## config.mk

```make
export PLATFORM = sky130hd
export DESIGN_NAME = bmp_ram_arbiter
export DESIGN_NICKNAME = d
export VERILOG_FILES = /design/src/rtl/bmp_ram_arbiter_pkg.sv /design/src/rtl/bmp_ram_arbiter.sv
export SDC_FILE = /design/constraint.sdc
export NUM_CORES = 1
export LEC_CHECK = 0
export ABC_AREA = 1
export ABC_CLOCK_PERIOD_IN_PS = 4730
export CAP_MARGIN = 20
export CORE_UTILIZATION = 49
export CTS_CLUSTER_SIZE = 16
export DETAILED_ROUTE_END_ITERATION = 7
export PLACE_DENSITY = 0.89
export SLEW_MARGIN = 30
export SYNTH_ARGS = -nofsm -noshare
export SYNTH_HDL_FRONTEND = slang
export SYNTH_SLANG_ARGS = --single-unit
```

## constraint.sdc

```tcl
create_clock -name clk -period 4.73 [get_ports clk]
set_clock_uncertainty 0.05 [all_clocks]
set_input_delay 0.473 -clock clk [delete_from_list [all_inputs] [get_ports clk]]
set_output_delay 0.473 -clock clk [all_outputs]
set_load 0.01 [all_outputs]
```

## src/rtl/bmp_ram_arbiter_pkg.sv

```systemverilog
// Shared constants for the BMP RAM write path: geometry of one image and
// the RAM port widths. These stand in for the DEFINE.vh macros ADDR_WIDTH,
// BYTE_WIDTH, BMP_TOTAL_SIZE and BMP_HDR_SIZE.
`timescale 1ns/1ps

package bmp_ram_arbiter_pkg;

  // RAM port geometry
  localparam int ADDR_WIDTH = 10;
  localparam int BYTE_WIDTH = 8;

  // Image geometry: 54-byte BMP header followed by 24-bit pixels
  localparam int BMP_HDR_SIZE   = 54;
  localparam int BMP_WIDTH      = 16;
  localparam int BMP_HEIGHT     = 16;
  localparam int BMP_TOTAL_SIZE = BMP_HDR_SIZE + BMP_WIDTH * BMP_HEIGHT * 3;

endpackage

```

## src/rtl/bmp_ram_arbiter.sv

```systemverilog
// Two-requester write arbiter in front of the BMP RAM. The header and pixel
// producers are arbitrated round-robin. Each accepted write lands on the RAM
// port one cycle later. A pass ends after TOTAL in-range writes. Writes that
// fall outside the image are still accepted, so no producer can stall, but
// they are dropped and reported through the sticky err_oob flag.
`timescale 1ns/1ps

module bmp_ram_arbiter
  import bmp_ram_arbiter_pkg::*;
#(
  parameter int ADDR_W     = ADDR_WIDTH,
  parameter int DATA_W     = BYTE_WIDTH,
  parameter int TOTAL      = BMP_TOTAL_SIZE,
  parameter int PIX_OFFSET = BMP_HDR_SIZE
) (
  input  logic              clk,
  input  logic              rst_n,
  input  logic              start,
  input  logic              hdr_valid,
  output logic              hdr_ready,
  input  logic [ADDR_W-1:0] hdr_addr,
  input  logic [DATA_W-1:0] hdr_data,
  input  logic              pix_valid,
  output logic              pix_ready,
  input  logic [ADDR_W-1:0] pix_addr,
  input  logic [DATA_W-1:0] pix_data,
  output logic              RAM_valid,
  output logic [ADDR_W-1:0] RAM_addr,
  output logic [DATA_W-1:0] RAM_D,
  output logic [ADDR_W:0]   wr_cnt,
  output logic              done,
  output logic              err_oob
);

  // Pass sequencing states, local to this block
  typedef enum logic [1:0] {
    IDLE = 2'd0,
    RUN  = 2'd1,
    DONE = 2'd2
  } state_t;

  // Image limits widened to the one-bit-wider target address width
  localparam logic [ADDR_W:0] TOTAL_W  = (ADDR_W+1)'(TOTAL);
  localparam logic [ADDR_W:0] LAST_W   = (ADDR_W+1)'(TOTAL - 1);
  localparam logic [ADDR_W:0] OFFSET_W = (ADDR_W+1)'(PIX_OFFSET);

  state_t            state;
  logic              favour_pix;
  logic              hdr_xfer;
  logic              pix_xfer;
  logic              xfer;
  logic              in_range;
  logic              write_fire;
  logic [ADDR_W:0]   target;
  logic [DATA_W-1:0] grant_data;

  // Round-robin grant, target address and range check for the current cycle
  always_comb begin
    hdr_ready  = 1'b0;
    pix_ready  = 1'b0;
    target     = '0;
    grant_data = '0;
    if (state == RUN) begin
      hdr_ready = hdr_valid && (!pix_valid || !favour_pix);
      pix_ready = pix_valid && (!hdr_valid ||  favour_pix);
    end
    hdr_xfer = hdr_valid && hdr_ready;
    pix_xfer = pix_valid && pix_ready;
    xfer     = hdr_xfer || pix_xfer;
    if (hdr_xfer) begin
      target     = {1'b0, hdr_addr};
      grant_data = hdr_data;
    end else begin
      target     = {1'b0, pix_addr} + OFFSET_W;
      grant_data = pix_data;
    end
    in_range   = target < TOTAL_W;
    write_fire = xfer && in_range;
  end

  // Pass FSM plus the registered RAM port, write counter and status flags
  always_ff @(posedge clk or negedge rst_n) begin
    if (!rst_n) begin
      state      <= IDLE;
      favour_pix <= 1'b0;
      RAM_valid  <= 1'b0;
      RAM_addr   <= '0;
      RAM_D      <= '0;
      wr_cnt     <= '0;
      done       <= 1'b0;
      err_oob    <= 1'b0;
    end else begin
      RAM_valid <= 1'b0;
      case (state)
        IDLE, DONE: begin
          if (start) begin
            state      <= RUN;
            favour_pix <= 1'b0;
            wr_cnt     <= '0;
            done       <= 1'b0;
            err_oob    <= 1'b0;
          end
        end
        RUN: begin
          if (xfer) begin
            favour_pix <= hdr_xfer;
          end
          if (xfer && !in_range) begin
            err_oob <= 1'b1;
          end
          if (write_fire) begin
            RAM_valid <= 1'b1;
            RAM_addr  <= target[ADDR_W-1:0];
            RAM_D     <= grant_data;
            if (wr_cnt != TOTAL_W) begin
              wr_cnt <= wr_cnt + 1'b1;
            end
            if (wr_cnt == LAST_W) begin
              done  <= 1'b1;
              state <= DONE;
            end
          end
        end
        default: state <= IDLE;
      endcase
    end
  end

endmodule

```

==> metrics.md, run 1 <==
| Metric | Value |
|---|---|
| Clock latency on the worst-skew pair | 0.28 ns |
| DR DRC count | 0 |
| Pleak | 0.001530 uW |
| Clk slew on worst S/H paths | 0.06 ns |
| I/O Buffers | 74 |
| Clk root buf | clkbuf_8 |
| Placed cell count | between 400 and 500 |
| Area of the die | about 4700 sq um |
| Post-route ant nets | 0 |
| Run status | completed |
| Worst-margin pin slew | 0.5253 ns |
| CTS Buf Count | 5 |
| Max cap viols | 0 |
| Detailed placer's ending HPWL | roughly 4200 um |
| Worst-case vdd ir drop | 0.3971 mV |
| DR iter-0 viols | roughly 140 |
| Initial antenna violation count | 0 |
| Final nets | 437 |
| Core footprint | approximately 4100 sq um |
| Final Hold Fails | 0 |
| Avg Cell Area, Syn | 6.717 sq um |
| Final period util | 63.49% |
| Fillcell total | 347 |
| Hold buffers post-CTS | 0 |
| Largest net degree at the start of global routing | 36 |
| Setup CP Type | input pin to flop |
| Die Y | 68.24 um |
| Hold WC Path Type | flop to flop |
| I/O pin count | 75 |
| Max clock buf depth | 2 |
| Starting Density | 52.23% |
| Worst setup EP type | flop |
| CP startpoint kind | input pin |
| Ant diodes | 0 |
| RSZ-0062 raised after global routing | no |
| Via-per-instance ratio | 5.168 |
| Post-synthesis sequential area ratio | 40.75% |
| Postcts setup bufs | 0 |
| Vias in the first global route | 2,070 |
| Yosys cell types | 27 |
| CP required | 4.85 ns |
| CTS sink cnt | 35 |
| GR Overflow Total | 0 |
| Synth Register Bits | 35 |
| Most frequent cells in the layout | nand2_1 (147), clkdlybuf4s50_1 (74), dfrtp_1 (35) |
| Die W | 68.24 um |
| Pwr per Cell Area | 605.0 nW/um^2 |
| Synth warn | 0 |
| Max Fclk | 333.0 MHz |
| Placer Congestion | 0.8447 |
| Critical Path AT | between 3 and 4 ns |
| Rows | 23 |
| Non-Filler Instances | 441 |
| Total wire length | 5512 um |
| Most common cell after layout, fill and taps aside | nand2_1 |
| CTS H-tree depth | 2 |
| CTS resizes | 0 |
| Vias | roughly 2,300 |
| Max Fanout on Critical Path | 26 |
| Period minus WS final | 3.003 ns |
| Max-slew violation count | 0 |
| TNS Setup | 0 ns |
| Overall power | 1803 uW |
| Syn Nets | roughly 370 |
| Final number of setup-violating endpoints | 0 |
| Netlist Area Pre-Place | 2150 sq um |
| Share of cells above drive strength 1 | 3.836% |
| DRT Pass-1 Iters | 4 |
| First-pass GRT wire length | 8769 um |
| Area grow syn2layout | 38.65% |
| Slew headroom | 64.66% |
| Gate Count Post-Synth | 320 |
| CTS tree | built |
| GR Util All Layers | 25.43% |
| DR WL/cell | 12.50 um |
[synthesized netlist by cell type (all sizes together)]
| cell | instances | area (sq um) |
|---|---|---|
| nand2 | 150 | 570.6 |
| dfrtp | 35 | 875.8 |
| inv | 32 | 120.1 |
| nand3 | 25 | 142.6 |
| nor2 | 25 | 108.9 |
| o21ai | 13 | 65.06 |
| a21oi | 8 | 40.04 |
| buf | 6 | 37.53 |
| nor3 | 5 | 25.02 |
| clkbuf | 4 | 15.01 |
| ha | 4 | 50.05 |
| nand4 | 3 | 18.77 |
| or2 | 2 | 12.52 |
| xnor2 | 2 | 17.52 |
| xor2 | 2 | 17.52 |
| nor3b | 1 | 7.510 |
| nor4 | 1 | 6.260 |
| o21a | 1 | 7.510 |
| o41a | 1 | 11.26 |
[report_power, final]
part	switching, uW	total, uW	internal [uW]	leakage, uW
logic	654	1090	435	0.00106
clock network	95.9	194	98.0	0.0000371
registers	92.5	520	428	0.000437
[metrics by stage]
step                hold slack, ns  util (%)  instance area (sq um)  setup WS [ns]
global placement            0.4112     70.66                   2908          1.603
finish                      0.4306     72.42                   2980          1.727
floorplan                   0.1274         -                   2150          2.716
global route                0.4416     72.42                   2980          1.427
detailed placement          0.4155     70.66                   2908          1.450
CTS                         0.4319     72.42                   2980          1.737
[final cells by class]
cell class	instances	area [sq um]	share of cell area, %
sequential	35	875.8	29.39
clock buffer	6	72.57	2.435
timing repair buffer	75	748.2	25.10
inverter	32	120.1	4.030
tap	50	62.56	2.099
multi-input combinational	243	1101	36.94
[registers in the layout, indices dropped and copies added (netlist names)]
signal	flops
RAM_D	8
state	2
RAM_addr	10
RAM_valid	1
done	1
wr_cnt	11
favour_pix	1
err_oob	1
[routing by layer]
layer,GRT usage [%],vias to the layer above,routed length [um]
met1,28.95,1036,2266
met3,5.833,15,471
li1,-,1134,-
met4,10.42,0,103
met5,0,-,0
met2,45.34,94,2670
[critical path, stage by stage]
cell and delay (ns):
clkdlybuf4s50_1 0.52, nand2_1 0.10, nor2_4 0.40, o21ai_0 0.23
nand2_1 0.11, nand2_1 0.05, nand2_1 0.06, nand2_1 0.06
nand2_2 0.08, nand3_4 0.24, nand2_2 0.30, nand2_1 0.28
nand2_1 0.15, nand2_1 0.06
[path summary, 6_finish.rpt]
kind                            slack, ns  depth (start not counted)      start         end
worst max-delay path                 1.73                         14  hdr_valid   wr_cnt[2]
worst min-delay path                 0.43                          2   RAM_D[5]    RAM_D[5]
worst max register to register       1.77                         14   state[1]   wr_cnt[2]
worst min register to register       0.43                          2   RAM_D[5]    RAM_D[5]
max in group asynchronous            3.77                          2      rst_n  favour_pix
min in group asynchronous            0.55                          2      rst_n    RAM_D[4]
[kinds of logic (layout without fill, tap and decap cells)]
family / after synthesis / count (layout) / share of synthesized area, %
compound gates: 23 / 23 / 5.763
xor+xnor: 4 / 4 / 1.630
fa+ha+maj: 4 / 4 / 2.328
buf+inv: 42 / 113 / 8.032
flops: 35 / 35 / 40.75
simple gates: 212 / 212 / 41.50
Note: power is estimated with default switching activity, not from simulation.
==> inputs of run 2 (changes only) <==
Settings changed: ABC_CLOCK_PERIOD_IN_PS 4730 to 3100, CORE_UTILIZATION 49 to 45, PLACE_DENSITY 0.89 to 0.83.
Clock period 4.73 ns to 3.1 ns, I/O delays scaled along.
==> run 2 against run 1 <==
  * Critical path type is now flop to flop
  * Critical path depth is the same
  * Die area grew 8.6%
  * Sequential cell count is the same
  * The flow now finishes with violations (DRC)
  * Wire length grew 3.6%
  * Via count shrank 0.57%
  * Design area grew 2.6%
  * Hold slack lost 0.059 ns
  * Setup slack lost 1.1 ns
  * Count of clock-buffer cells in the layout is the same
==> metrics.md, run 2 (synthesized netlist as in run 1, its figures left out) <==
| Metric | Value |
|---|---|
| Placer Congestion | 0.9599 (+14%) |
| CP startpoint kind | flop |
| I/O pin count | 75 (unchanged) |
| Share of cells above drive strength 1 | 5.542% (+1.7 points) |
| Vias in the first global route | 2,158 (+4.3%) |
| Period minus WS final | 2.500 ns |
| Max cap viols | 0 (unchanged) |
| CTS Buf Count | 5 (unchanged) |
| DR iter-0 viols | 179 (+33%) |
| Area of the multi-input gates | 1101 sq um (unchanged) |
| Largest registers | wr_cnt x11, RAM_addr x10, RAM_D x8 |
| GR Util All Layers | 24.27% (-1.2 points) |
| Post-route ant nets | 0 (unchanged) |
| Max clock buf depth | 2 (unchanged) |
| CTS tree | built |
| Worst setup EP type | flop |
| Postcts setup bufs | 0 (unchanged) |
| First-pass GRT wire length | 9604 um (+9.5%) |
| Worst-margin pin slew | 0.4337 ns (-0.09162 ns) |
| Max Fanout on Critical Path | 14 (-46%) |
| Max reg flops | 11 (unchanged) |
| Max Fclk | 400.1 MHz |
| Max-slew violation count | 0 (unchanged) |
| Detailed placer's ending HPWL | 4206 um (+0.44%) |
| Fillcell total | 386 (+11%) |
| Most common cell after layout, fill and taps aside | nand2_1 |
| Reg area | 875.8 sq um (unchanged) |
| Via-per-instance ratio | 5.047 (-2.3%) |
| DRT Pass-1 Iters | 8 (+4) |
| Crit path top cell by count | nand2_1 |
| Area grow syn2layout | 42.26% |
| Final number of setup-violating endpoints | 0 (unchanged) |
| Failing checks | DRC |
| Initial antenna violation count | 0 (unchanged) |
| Largest register by flop count | wr_cnt |
| Pleak | 0.001573 uW (+2.8%) |
| Die Y | 71.12 um (+4.2%) |
| FF-to-FF setup slack | 0.60 ns (-1.17 ns) |
| RSZ-0062 raised after global routing | no |
| DR DRC count | 9 (+9) |
| Hold buffers post-CTS | 0 (unchanged) |
| Setup CP Type | flop to flop |
| Final Util | 68.34% (-4.1 points) |
| CP required | 3.28 ns (-1.57 ns) |
| CP cell instances | inv_1, nand2_2, nor2_4, buf_4, nand2_1, nand2_1, nor2_1, nor2_1, nand2_2, nand3_4, nand2_2, nand2_1, nand2_1, nand2_1 |
| Final nets | 441 (+0.92%) |
| GR Overflow Total | 0 (unchanged) |
| Starting Density | 48.04% (-4.2 points) |
| Die W | 71.12 um (+4.2%) |
| Final Hold Fails | 0 (unchanged) |
| CP max stage cell | dfrtp_1 |
| Hold WC Path Type | input pin to async pin |
| DR WL/cell | 12.71 um (+1.7%) |
| Most frequent cells in the layout | nand2_1 (147), clkdlybuf4s50_1 (74), dfrtp_1 (35) |
| Clk root buf | clkbuf_8 |
| Critical Path Max Stage Delay | 0.42 ns (-0.10 ns) |
| Critical Path AT | 2.68 ns (-0.44 ns) |
| Pwr per Cell Area | 973.7 nW/um^2 (+61%) |
| Final period util | 80.64% |
| Total wire length | 5709 um (+3.6%) |
| Clock latency on the worst-skew pair | 0.29 ns (about the same) |
| Clk slew on worst S/H paths | 0.07 ns (about the same) |
| Slew headroom | 71.09% (+6.4 points) |
| CTS resizes | 0 (unchanged) |
| Rows | 24 (+4.3%) |
| CTS sink cnt | 35 (unchanged) |
| Vias | 2,266 (-0.57%) |
| CTS H-tree depth | 2 (unchanged) |
| Ant diodes | 0 (unchanged) |
| Largest net degree at the start of global routing | 36 (unchanged) |
| TNS Setup | 0 ns (unchanged) |
| I/O Buffers | 74 (unchanged) |
| Run status | complete, but fails checks |
| Worst-case vdd ir drop | 0.5223 mV (+32%) |
| Core footprint | 4474 sq um (+8.7%) |
| Area of the die | 5057 sq um (+8.6%) |
[run 2: through the flow]
stage	area, sq um	power [uW]	worst slack, ns	hold slack (ns)	instances
2_1_floorplan	2150	1875	1.210	-0.03559	320
3_3_place_gp	2940	2489	0.4662	0.4112	441
3_5_place_dp	2940	2551	0.3359	0.4137	441
4_1_cts	3058	2995	0.5865	0.3903	449
5_1_grt	3058	3251	0.2777	0.4212	449
6_report	3058	2978	0.6003	0.3718	449
[run 2: cell type report]
cell class,instances,share of cell area (%)
multi-input cells,243,36.01
flip-flops and latches,35,28.64
clock inverters,2,1.146
inverters,32,3.928
repair buffers,79,25.45
well taps,52,2.128
clock buffers,6,2.700
[run 2: routing by layer]
| metal | track usage [%] | share of wire [%] |
|---|---|---|
| met2 | 40.28 | 46 |
| met3 | 5.983 | 6.8 |
| met5 | 0 | 0 |
| met4 | 9.111 | 2.0 |
| met1 | 30.72 | 46 |
[run 2: final timing paths]
kind,cells past startpoint,start,endpoint
max in group asynchronous,2,rst_n,RAM_addr[5]
min in group clk,2,RAM_addr[7],RAM_addr[7]
setup / recovery,14,state[1],wr_cnt[3]
hold / removal,2,rst_n,RAM_D[2]
hold reg to reg,2,RAM_addr[7],RAM_addr[7]
setup reg to reg,14,state[1],wr_cnt[3]
[run 2: where the power goes]
group,switching [uW],leakage (uW),internal (uW)
Clock,167,0.0000612,260
Sequential,137,0.000437,653
Combinational,1040,0.00107,719
[run 2: critical path, delay by kind of cell (launching register included)]
family	cells	cell delay, ns
and+or+nand+nor	12	1.64
DFF	1	0.42
buffers and inverters	2	0.33
==> inputs of run 3 (changes only) <==
Settings changed: ABC_CLOCK_PERIOD_IN_PS 3100 to 2400.
Clock period 3.1 ns to 2.4 ns, I/O delays scaled along.
==> run 3 against run 2 <==
  * The run still ends with DRC left
  * Largest power group unchanged
  * Die area stayed put
  * Sequential cell count is the same
  * Sequential share of layout area fell by 0.63 points
  * Sequential power grew 29%
  * Largest cell class unchanged
  * Register-to-register slack got worse by 0.26 ns
  * Hold slack got worse by 0.063 ns
==> metrics.md, run 3 (synthesized netlist as in run 1, its figures left out) <==
| Metric | Value |
|---|---|
| Worst r2r dst | RAM_addr[5] |
| First-pass GRT wire length | 9390 um (-2.2%) |
| Final number of setup-violating endpoints | 0 (unchanged) |
| Final Hold Fails | 0 (unchanged) |
| Die W | 71.12 um (unchanged) |
| Worst r2r src | state[1] |
| Final period util | between 90% and 100% |
| Clock latency on the worst-skew pair | 0.29 ns (about the same) |
| Area of the die | 5057 sq um (unchanged) |
| I/O pin count | 75 (unchanged) |
| GR Util All Layers | 23.57% (-0.70 points) |
| Placement Cell Area | 2985 sq um (+1.5%) |
| Ant diodes | 0 (unchanged) |
| Min setup slack post-route | 0.1207 ns (-0.4796 ns) |
| Share of cells above drive strength 1 | 7.196% (+1.7 points) |
| Final nets | 447 (+1.4%) |
| Max Fanout on Critical Path | 14 (unchanged) |
| Hold WC Path Type | input pin to async pin |
| Starting Density | 48.04% (unchanged) |
| I/O Buffers | 74 (unchanged) |
| Clk slew on worst S/H paths | 0.08 ns (about the same) |
| Pwr per Cell Area | 1278 nW/um^2 (+31%) |
| Period minus WS final | 2.279 ns |
| CTS sink cnt | 35 (unchanged) |
| Postcts setup bufs | 0 (unchanged) |
| Largest register by flop count | wr_cnt |
| Max-slew violation count | 0 (unchanged) |
| Max cap viols | 0 (unchanged) |
| Via-per-instance ratio | 4.851 (-3.9%) |
| Rows | 24 (unchanged) |
| Setup CP Type | flop to output port |
| Worst-case reg-to-reg path depth | 14 (unchanged) |
| DR WL/cell | 12.03 um (-5.4%) |
| CTS tree | built |
| FF-to-FF setup slack | 0.34 ns (-0.26 ns) |
| DRT Pass-1 Iters | 6 (-2) |
| Sum of buffers and inverters on the critical path | 3 (+1) |
| Overall power | 3997 uW (+34%) |
| Failing checks | DRC |
| Worst-margin pin slew | 0.5303 ns (+0.09665 ns) |
| Largest net degree at the start of global routing | 36 (unchanged) |
| CTS Buf Count | 5 (unchanged) |
| RSZ-0062 raised after global routing | no |
| Worst path depth | 5 (-9) |
| Max reg flops | 11 (unchanged) |
| Area grow syn2layout | 45.46% |
| DP Worst Slack | -0.1293 ns (-0.4651 ns) |
| Worst-case vdd ir drop | 1.078 mV (+110%) |
| Clk root buf | clkbuf_8 |
| DR iter-0 viols | 108 (-40%) |
| CP max stage cell | clkdlybuf4s50_1 |
| Worst setup EP type | output port |
| Critical Path Max Stage Delay | 0.55 ns (+0.13 ns) |
| Most frequent cells in the layout | nand2_1 (146), clkdlybuf4s50_1 (74), dfrtp_1 (35) |
| Post-route ant nets | 0 (unchanged) |
| Initial antenna violation count | 0 (unchanged) |
| CP startpoint kind | flop |
| Pleak | 0.001605 uW (+2.1%) |
| Vias | 2,207 (-2.6%) |
| Largest registers | wr_cnt x11, RAM_addr x10, RAM_D x8 |
| Max Fclk | about 440 MHz |
| Run status | complete, but fails checks |
| GR Overflow Total | 0 (unchanged) |
| Most common cell after layout, fill and taps aside | nand2_1 |
| CP required | 2.11 ns (-1.17 ns) |
| Critical Path AT | 1.99 ns (-0.69 ns) |
| Placer Congestion | 0.8512 (-11%) |
| DR DRC count | 9 (unchanged) |
| CP cell instances | inv_1, nand2_2, nor2_4, buf_4, clkdlybuf4s50_1 |
| Die Y | 71.12 um (unchanged) |
| Total wire length | 5473 um (-4.1%) |
| Crit path max-delay family | buffers and inverters |
| Vias in the first global route | 2,118 (-1.9%) |
| Core footprint | 4474 sq um (unchanged) |
| Detailed placer's ending HPWL | 3937 um (-6.4%) |
| Design Area, Final | 3127 sq um (+2.3%) |
| Slew headroom | 64.32% (-6.8 points) |
| Hold slack | 0.3091 ns (-0.06274 ns) |
| Max clock buf depth | 2 (unchanged) |
| CTS H-tree depth | 2 (unchanged) |
-- run 3: area by class of cell --
class                           instances  area, sq um
Clock buffer                            5        68.82
Sequential cell                        35        875.8
Clock inverter                          3        67.56
Timing Repair Buffer                   85        823.3
Inverter                               32        122.6
Tap cell                               52        65.06
Multi-Input combinational cell        243         1104
Fill cell                             357         1348
-- run 3: per-layer routing --
metal,global-route usage [%],part of all wire (%),vias to the layer above
met5,0,0,-
met4,6.667,1.0,0
met3,5.983,7.0,6
met2,39.96,45,70
met1,29.92,47,974
li1,-,-,1157
-- run 3: worst max-delay path by stage --
| stage | start | endpoint |
|---|---|---|
| global placement | pix_addr[1] | wr_cnt[4] |
| detailed placement | pix_addr[1] | wr_cnt[10] |
| finish | state[1] | hdr_ready |
| global route | state[1] | hdr_ready |
| floorplan | state[1] | wr_cnt[0] |
| CTS | state[1] | hdr_ready |
-- run 3: timing repair --
action	4_1_cts	5_1_grt
hold buffers	0	0
endpoints found under the setup margin	0	12
gates resized for setup	0	4
endpoints found under the hold margin	0	0
-- run 3: worst register-to-register path: stages, from the launching register on --
cell and delay [ns]:
dfrtp_1 0.43, inv_1 0.09, nand2_2 0.07, nor2_4 0.29, nand2_1 0.08, o21ai_0 0.13
nand2_1 0.08, nand2_1 0.07, nand2_1 0.06, nand2_1 0.08, nand2_2 0.07, nand3_4 0.07
buf_4 0.26, nand2_1 0.08, o21ai_1 0.08
-- run 3: stage by stage --
stage               util [%]  setup TNS (ns)  instances
floorplan                  -               0        320
global placement       66.72         -0.4208        447
detailed placement     66.72          -1.882        447
CTS                    69.77               0        455
global route           69.88               0        455
finish                 69.88               0        455
-- run 3: power breakdown --
group	switching, uW	internal, uW	total, uW
sequential	175	842	1020
combinational	1330	1000	2330
clock	232	414	647
